<file path="src/rtl/ntt_pkg.sv">
// Shared constants and state encoding for the NTT twiddle sequencer.
// Defaults describe a 32-point transform over q = 65537.
package ntt_pkg;

    localparam int N       = 32;
    localparam int LOGN    = 5;
    localparam int Q       = 65537;
    localparam int Q_WIDTH = 17;
    localparam int ADDR_W  = 7;
    localparam int IDX_W   = LOGN;
    localparam int J_W     = LOGN - 1;
    localparam int S_W     = 3;

    typedef enum logic [1:0] {
        IDLE,
        RUN,
        DRAIN
    } state_t;

endpackage

</file>
<file path="src/rtl/ntt_index_gen.sv">
// Maps (stage, butterfly) to Cooley-Tukey operand indices and the ROM address.
// Because t is a power of two, the divide and modulo reduce to masking.
module ntt_index_gen
    import ntt_pkg::*;
(
    input  logic [S_W-1:0]    i_s,
    input  logic [J_W-1:0]    i_j,
    output logic [IDX_W-1:0]  o_idx_a,
    output logic [IDX_W-1:0]  o_idx_b,
    output logic [ADDR_W-1:0] o_psi_addr,
    output logic              o_last
);

    logic [IDX_W-1:0] w_t;
    logic [IDX_W-1:0] w_mask;
    logic [IDX_W-1:0] w_j;
    logic [IDX_W-1:0] w_a;

    assign w_t    = IDX_W'(N / 2) >> i_s;
    assign w_mask = w_t - IDX_W'(1);
    assign w_j    = IDX_W'(i_j);

    // The group bits of j move up one place (2*g*t); the offset k stays put.
    assign w_a     = ((w_j & ~w_mask) << 1) | (w_j & w_mask);
    assign o_idx_a = w_a;
    assign o_idx_b = w_a | w_t;

    assign o_psi_addr = ADDR_W'(i_s) * ADDR_W'(N / 2) + ADDR_W'(i_j);
    assign o_last     = (i_s == S_W'(LOGN - 1)) && (i_j == J_W'(N / 2 - 1));

endmodule

</file>
<file path="src/rtl/ntt_twiddle_sequencer.sv">
// Walks every butterfly of a forward NTT, fetches its twiddle from an external
// combinational ROM and streams {twiddle, indices, stage} over valid/ready.
module ntt_twiddle_sequencer
    import ntt_pkg::*;
(
    input  logic               clk,
    input  logic               rst_n,
    input  logic               start,
    input  logic               abort,
    output logic [ADDR_W-1:0]  psi_addr,
    input  logic [Q_WIDTH-1:0] psi_value,
    output logic               tw_valid,
    input  logic               tw_ready,
    output logic [Q_WIDTH-1:0] tw_value,
    output logic [IDX_W-1:0]   tw_idx_a,
    output logic [IDX_W-1:0]   tw_idx_b,
    output logic [2:0]         tw_stage,
    output logic               tw_last,
    output logic               busy,
    output logic               done
);

    state_t             r_state;
    state_t             w_nextState;
    logic [S_W-1:0]     r_s;
    logic [J_W-1:0]     r_j;
    logic               r_valid;
    logic [Q_WIDTH-1:0] r_value;
    logic [IDX_W-1:0]   r_idxA;
    logic [IDX_W-1:0]   r_idxB;
    logic [S_W-1:0]     r_stage;
    logic               r_last;
    logic               r_done;

    logic [IDX_W-1:0]   w_idxA;
    logic [IDX_W-1:0]   w_idxB;
    logic               w_last;
    logic               w_load;
    logic               w_clear;
    logic               w_finish;

    ntt_index_gen u_index_gen (
        .i_s        (r_s),
        .i_j        (r_j),
        .o_idx_a    (w_idxA),
        .o_idx_b    (w_idxB),
        .o_psi_addr (psi_addr),
        .o_last     (w_last)
    );

    always_ff @(posedge clk or negedge rst_n) begin
        if (!rst_n) begin
            r_state <= IDLE;
        end else begin
            r_state <= w_nextState;
        end
    end

    // Abort outranks both loading and consumption; a start landing on the
    // done cycle is dropped so every run needs a fresh request from IDLE.
    always_comb begin
        w_nextState = r_state;
        w_load      = 1'b0;
        w_clear     = 1'b0;
        w_finish    = 1'b0;
        case (r_state)
            IDLE: begin
                if (start && !r_done) begin
                    w_nextState = RUN;
                    w_clear     = 1'b1;
                end
            end
            RUN: begin
                if (abort) begin
                    w_nextState = IDLE;
                    w_clear     = 1'b1;
                end else if (!r_valid || tw_ready) begin
                    w_load = 1'b1;
                    if (w_last) begin
                        w_nextState = DRAIN;
                    end
                end
            end
            DRAIN: begin
                if (abort) begin
                    w_nextState = IDLE;
                    w_clear     = 1'b1;
                end else if (r_valid && tw_ready) begin
                    w_nextState = IDLE;
                    w_finish    = 1'b1;
                end
            end
            default: begin
                w_nextState = IDLE;
            end
        endcase
    end

    always_ff @(posedge clk or negedge rst_n) begin
        if (!rst_n) begin
            r_s     <= '0;
            r_j     <= '0;
            r_valid <= 1'b0;
            r_value <= '0;
            r_idxA  <= '0;
            r_idxB  <= '0;
            r_stage <= '0;
            r_last  <= 1'b0;
            r_done  <= 1'b0;
        end else begin
            r_done <= w_finish;
            if (w_clear) begin
                r_s     <= '0;
                r_j     <= '0;
                r_valid <= 1'b0;
                r_last  <= 1'b0;
            end else if (w_load) begin
                r_valid <= 1'b1;
                r_value <= psi_value;
                r_idxA  <= w_idxA;
                r_idxB  <= w_idxB;
                r_stage <= r_s;
                r_last  <= w_last;
                // Counters park at zero once the final butterfly is captured.
                if (r_j == J_W'(N / 2 - 1)) begin
                    r_j <= '0;
                    r_s <= w_last ? '0 : r_s + S_W'(1);
                end else begin
                    r_j <= r_j + J_W'(1);
                end
            end else if (w_finish) begin
                r_valid <= 1'b0;
                r_last  <= 1'b0;
            end
        end
    end

    assign tw_valid = r_valid;
    assign tw_value = r_value;
    assign tw_idx_a = r_idxA;
    assign tw_idx_b = r_idxB;
    assign tw_stage = r_stage;
    assign tw_last  = r_last;
    assign busy     = (r_state != IDLE);
    assign done     = r_done;

endmodule

</file>
<file path="config.mk">
export PLATFORM = sky130hd
export DESIGN_NAME = ntt_twiddle_sequencer
export DESIGN_NICKNAME = d
export VERILOG_FILES = /design/src/rtl/ntt_pkg.sv /design/src/rtl/ntt_index_gen.sv /design/src/rtl/ntt_twiddle_sequencer.sv
export SDC_FILE = /design/constraint.sdc
export NUM_CORES = 1
export LEC_CHECK = 0
export BUFFER_PORTS_ARGS = -buffer_cell sky130_fd_sc_hd__buf_2
export CAP_MARGIN = 0
export CORE_ASPECT_RATIO = 1.1
export CORE_MARGIN = 4
export CORE_UTILIZATION = 41
export CTS_BUF_LIST = sky130_fd_sc_hd__clkbuf_4 sky130_fd_sc_hd__clkbuf_8 sky130_fd_sc_hd__clkbuf_16
export DETAILED_ROUTE_END_ITERATION = 8
export GPL_TIMING_DRIVEN = 0
export PLACE_DENSITY_LB_ADDON = 0.12
export SLEW_MARGIN = 10
export SYNTH_ARGS = -nofsm -noshare
export SYNTH_HDL_FRONTEND = slang
export SYNTH_HIERARCHICAL = 1
export SYNTH_SLANG_ARGS = --single-unit
</file>
<file path="constraint.sdc">
create_clock -name clk -period 1.8 [get_ports clk]
set_input_delay 0 -clock clk [delete_from_list [all_inputs] [get_ports clk]]
set_output_delay 0 -clock clk [all_outputs]
set_load 0.02 [all_outputs]
</file>
After elaboration in Yosys (flattened, before gate mapping). Cells that the tools add are included.

Output and inout port bits: 41. Bits of input ports: 22. Bits in writable memories: 0. Flip-flop bits (word level): 42. Word-level logic and storage cells: 72. Memories kept: 0. Bits in latches: 0. Memory bits (read-only): 0.

Divide/modulo/power cells: 0. Magnitude comparators: 0. Mux-type cells: 28. Shift-type cells: 1. $mul: 0. Reduce and logical (&&, ||, !) cells: 15. Bitwise logic cells: 6. Equal/unequal tests: 8. Add/sub/neg operators: 4.

Operators with widths (number): $mux W1 (13); $mux W2 (6); $mux W3 (4); $mux W4 (3); $or A5 B5 Y5 (2); $ne A3 B3 Y1 const B (3); $add A7 B4 Y7 (1); $pmux W2 S3 (1); $reduce_bool A2 Y1 (3); $and A4 B5 Y5 (1); $shr A5 B3 Y5 const A (1); $sub A5 B1 Y5 const B (1); $add A4 B1 Y4 const B (1); $and A4 B4 Y4 (1); $eq A4 B4 Y1 const B (1); $not A4 Y4 (1); $reduce_and A2 Y1 (2); $reduce_and A4 Y1 (1); $add A3 B1 Y3 const B (1); $eq A3 B3 Y1 const B (1); $logic_and A1 B1 Y1 (3); $reduce_bool A3 Y1 (1); $eq A2 B1 Y1 const B (1); $eq A2 B2 Y1 const B (1); other kinds (7) (8).

Depth between registers and ports, before layout.
Word-level depth: 7. Mapped depth: 7. Depth with buffers taken out: 6.

Modules after synthesis. Netlist, hierarchy kept.

Modules (own cells, without submodules): ntt_twiddle_sequencer (area an instance 1991.9 sq um, instances 1, cells an instance 136, seq. area each 1051.0 sq um); ntt_index_gen (area an instance 272.8 sq um, instances 1, cells an instance 42, seq. area each 0.0 sq um).

Least setup slack after synthesis. Ideal clock, no wire load.

Path type: register to register. Start point: reg r_state[0]. End point: reg r_idxA[0] (netlist: tw_idx_a[0]). Clock period less this slack: 1.801 ns. Stages on the path, launching flop included: 8. Required time: 1.675 ns. Arrival: 1.676 ns. Buffers on the path: 1. Setup slack: -0.001 ns. Setup time: 0.125 ns. Cell sequence: dfrtp_1 -> inv_1 -> ha_1 -> nand3b_1 -> a21oi_4 -> or2_4 -> buf_12 -> mux2_4.

Cells in the longest elaborated chain, start to end: 5. Elaborated cells on any way between the ends: 8. Classes of those cells: eq/ne: 2; mux: 2; bitwise: 1; reduce/logical: 3.

RTL lines: start, declared (line ntt_twiddle_sequencer.sv:23) `state_t r_state;`; start signal, assigned (line ntt_twiddle_sequencer.sv:55) `r_state <= w_nextState;`; $eq A2 B2 Y1 or $eq A2 B1 Y1 (tied branches) (line ntt_twiddle_sequencer.sv:66) `case (r_state)`; $reduce_or A2 Y1 (no line); $pmux W1 S2 (line ntt_twiddle_sequencer.sv:66); $not A1 Y1 (no line); $reduce_and A2 Y1 (no line) (*); end signal, assigned (line ntt_twiddle_sequencer.sv:120) `r_idxA <= w_idxA;`; end, declared (line ntt_twiddle_sequencer.sv:29) `logic [IDX_W-1:0] r_idxA;`.

Mark *: on every way between the ends. The rest lies on a longest branch, timed or not. A chain may end at the register's enable or synchronous reset.

Final worst setup path.
Start point: reg r_state[0]. End point: reg r_value[11] (netlist: tw_value[11]).

Cells in the longest elaborated chain, start to end: 5. Elaborated cells on any way between the ends: 8. Classes of those cells: eq/ne: 2; mux: 2; bitwise: 1; reduce/logical: 3.

RTL lines: $eq A2 B2 Y1 or $eq A2 B1 Y1 (tied branches) (line ntt_twiddle_sequencer.sv:66); $reduce_or A2 Y1 (no line); $pmux W1 S2 (line ntt_twiddle_sequencer.sv:66); $not A1 Y1 (no line); $reduce_and A2 Y1 (no line) (*); end signal, assigned (line ntt_twiddle_sequencer.sv:119) `r_value <= psi_value;`; end, declared (line ntt_twiddle_sequencer.sv:28) `logic [Q_WIDTH-1:0] r_value;`.

Marks and branches as above.

==> results.txt <==
Number of flops mapped to enable cells by yosys - 0
Most frequent cells after synthesis - dfrtp_1, mux2_4, nand2_1
Worst r2r dst - tw_value[11]
Synth top area cells - dfrtp_1, mux2_4, ha_1
Die Wd - 78.86 um
I/O pins - 63
CP required - 1.98 ns
Final Cell Area - 3153 um^2
Critical path class - register to register
Via count - 1,656
# nets final - 307
Placed inst area - 2669 um^2
Cell area after synthesis - 2265 um^2
Top FF cell, synth - dfrtp_1
Die ar. - 6778 um^2
Lkg Pwr - 1.630 nW
Tcrit/Tclk final - 101.0%
Detailed Place HPWL - 3264 um
Critical Path Start - r_state[0]
Setup crit start kind - register
# diodes - 0
Hold_ws - 0.01637 ns
Mapped Nets - 207
CTS tree - built
First-pass GRT wire length - 7914 um
Clk slew on worst S/H paths - 0.08 ns
Antenna violations before repair - 0
Power per cell area - 1537 nW/um^2
Num CTS Buffers - 5
CTS root buffer - clkbuf_8
Fin crit period - 1.818 ns
CP arrival - 2.00 ns
Critical Path, Cell by Cell - inv_2 -> ha_4 -> nand2_4 -> a21oi_4 -> or2_4 -> buf_12 -> mux2_4
Final GP Congestion - 0.7485
Via density - 4.678
Vias in the first global route - 1,661
Clock buffer depth - 2
Fmax - 0.5500 GHz
Chip Height - 85.95 um
Latest clock arrival within the worst-skew pair - 0.30 ns
Layout cells sized above 1 - 54.12%
Row cnt - 28
H-tree depth - 2
Core area - 5360 um^2
Pre-CTS setup slack - -0.3138 ns
WL/cell - 13.97 um
Final WL - 4946 um
Status - finished with violations
Most common cell in the netlist - dfrtp_1
Slowest CP cell - dfrtp_2
Hold worst-path end - done
Hold Fails Final Rpt - 0
Final ANT Viol Nets - 0
IR drop worst, VDD - 0.7370 mV
Maxcap violations - 0
Worst Hold Class - primary input to register
R2R depth - 7
DRC viols - 0
IO buf count - 62
Initial DRC Count - 64
Ys Warns - 6
Post-route insts no fill - 354
Remaining Overflow, GRT - 0
Post-Place Cells - 315
Unrepaired setup endpoints after global routing - true
Crit end category - register
Layout Area Growth over Synthesis - 39.23%
Launching point of the worst reg2reg path - r_state[0]
Min-Delay Startpoint - tw_ready
Endpoints failing setup - 20
Synth Register Bits - 42
Violated checks - setup timing
Fin. max-slew vios - 0
Clock skew - 0.006878 ns
Yosys top cell by area - dfrtp_1
Fill cells - 437
Yosys cell types - 47
Sequential share of the synthesized area - 46.41%
Register-to-register setup slack - -0.02 ns
Avg Inst Size Synth - 12.72 um^2
Total power - 4.846 mW
Largest net degree at the start of global routing - 43
GRT Util Overall - 14.83%
Starting density of the core - 42.25%
DRT Pass-1 Iters - 4
Max Fanout on Critical Path - 10
Slowest stage delay, CP - 0.43 ns
Worst setup margin - -0.01811 ns
Max_slew headroom - 37.97%
Post-Synthesis Cells - 178
Number of clock sinks - 42
Yosys top cell area share - 46.41%
Post-synthesis async set-or-reset flop share - 100.0%
Hold Path Stages - 3
Worst Tran Pin Value - 0.9305 ns
-- repair_timing --
action | 4_1_cts | 5_1_grt
pin swaps | 4 | 4
hold buffers | 18 | 0
setup endpoints to repair | 33 | 34
hold endpoints to repair | 59 | 0
gates cloned | 0 | 2
resized for setup | 9 | 14
buffers inserted | 5 | 6
-- per-stage QoR --
| step | utilization (%) | setup TNS [ns] |
|---|---|---|
| after floorplan | - | 0 |
| after global placement | 49.79 | -5.990 |
| after global routing | 58.82 | -1.804 |
| final | 58.82 | -0.2403 |
| after CTS | 56.00 | -0.8875 |
| after detailed placement | 49.79 | -6.107 |
-- logic make-up after synthesis --
| logic type | after synthesis | synth area share (%) |
|---|---|---|
| muxes | 32 | 20.83 |
| DFF | 42 | 46.41 |
| buffers and inverters | 21 | 7.182 |
| adders and majority gates | 7 | 3.867 |
| AOI/OAI and AO/OA | 25 | 7.570 |
| and+or+nand+nor | 49 | 13.37 |
| xor gates and xnor gates | 2 | 0.7736 |
-- power by group --
part / switching [mW] / internal [mW]
clock: 0.329 / 0.308
sequential: 0.263 / 1.31
combinational: 1.26 / 1.38
-- layout by cell type (no fill, tap or decap), drive strengths merged, types with 2 or more instances in the layout --
cell	count
a21oi	10
and2	3
and3	2
buf	85
clkbuf	9
dfrtp	42
dlygate4sd3	18
ha	7
inv	8
mux2	31
nand2	13
nand2b	4
nand3	4
nor2	10
nor2b	2
o21ai	5
o22ai	2
o311a	2
or3	2
or4b	2
-- state kept, by name, indices dropped and copies added, names as in the netlist --
register / cells
done: 1
r_j: 4
r_s: 3
r_state: 2
tw_idx_a: 5
tw_idx_b: 5
tw_last: 1
tw_stage: 3
tw_valid: 1
tw_value: 17
-- final cells by class --
class | count | area [um^2] | share of cell area [%]
Timing Repair Buffer | 93 | 623.1 | 19.76
Inverter | 8 | 30.03 | 0.9524
Multi-Input combinational cell | 115 | 1117 | 35.44
Tap cell | 75 | 93.84 | 2.976
Clock inverter | 2 | 12.51 | 0.3968
Clock buffer | 6 | 82.58 | 2.619
Buffer | 13 | 136.4 | 4.325
Sequential cell | 42 | 1057 | 33.53
-- layer usage --
metal | wire length [um] | vias to the layer above | GRT usage (%)
li1 | - | 816 | -
met4 | 61 | 0 | 4.688
met2 | 2439 | 40 | 24.63
met3 | 213 | 6 | 3.571
met5 | 0 | - | 0
met1 | 2231 | 794 | 19.14
-- worst max path at each step --
stage,slack (ns),depth (start not counted),to
after CTS,-0.04,7,tw_idx_a[0]
after floorplan,0.01,7,tw_idx_a[0]
after global placement,-0.29,6,r_state[0]
after detailed placement,-0.31,6,r_state[0]
after global routing,-0.07,7,tw_idx_b[3]
final,-0.02,7,tw_value[11]
-- critical path: cells and delay by family (launching register included) --
family,cells,cell delay (ns)
fa+ha+maj,1,0.27
compound gates,1,0.16
buf+inv,2,0.25
mux,1,0.30
flops,1,0.43
simple gates,2,0.29
(Power assumes the default switching activity.)
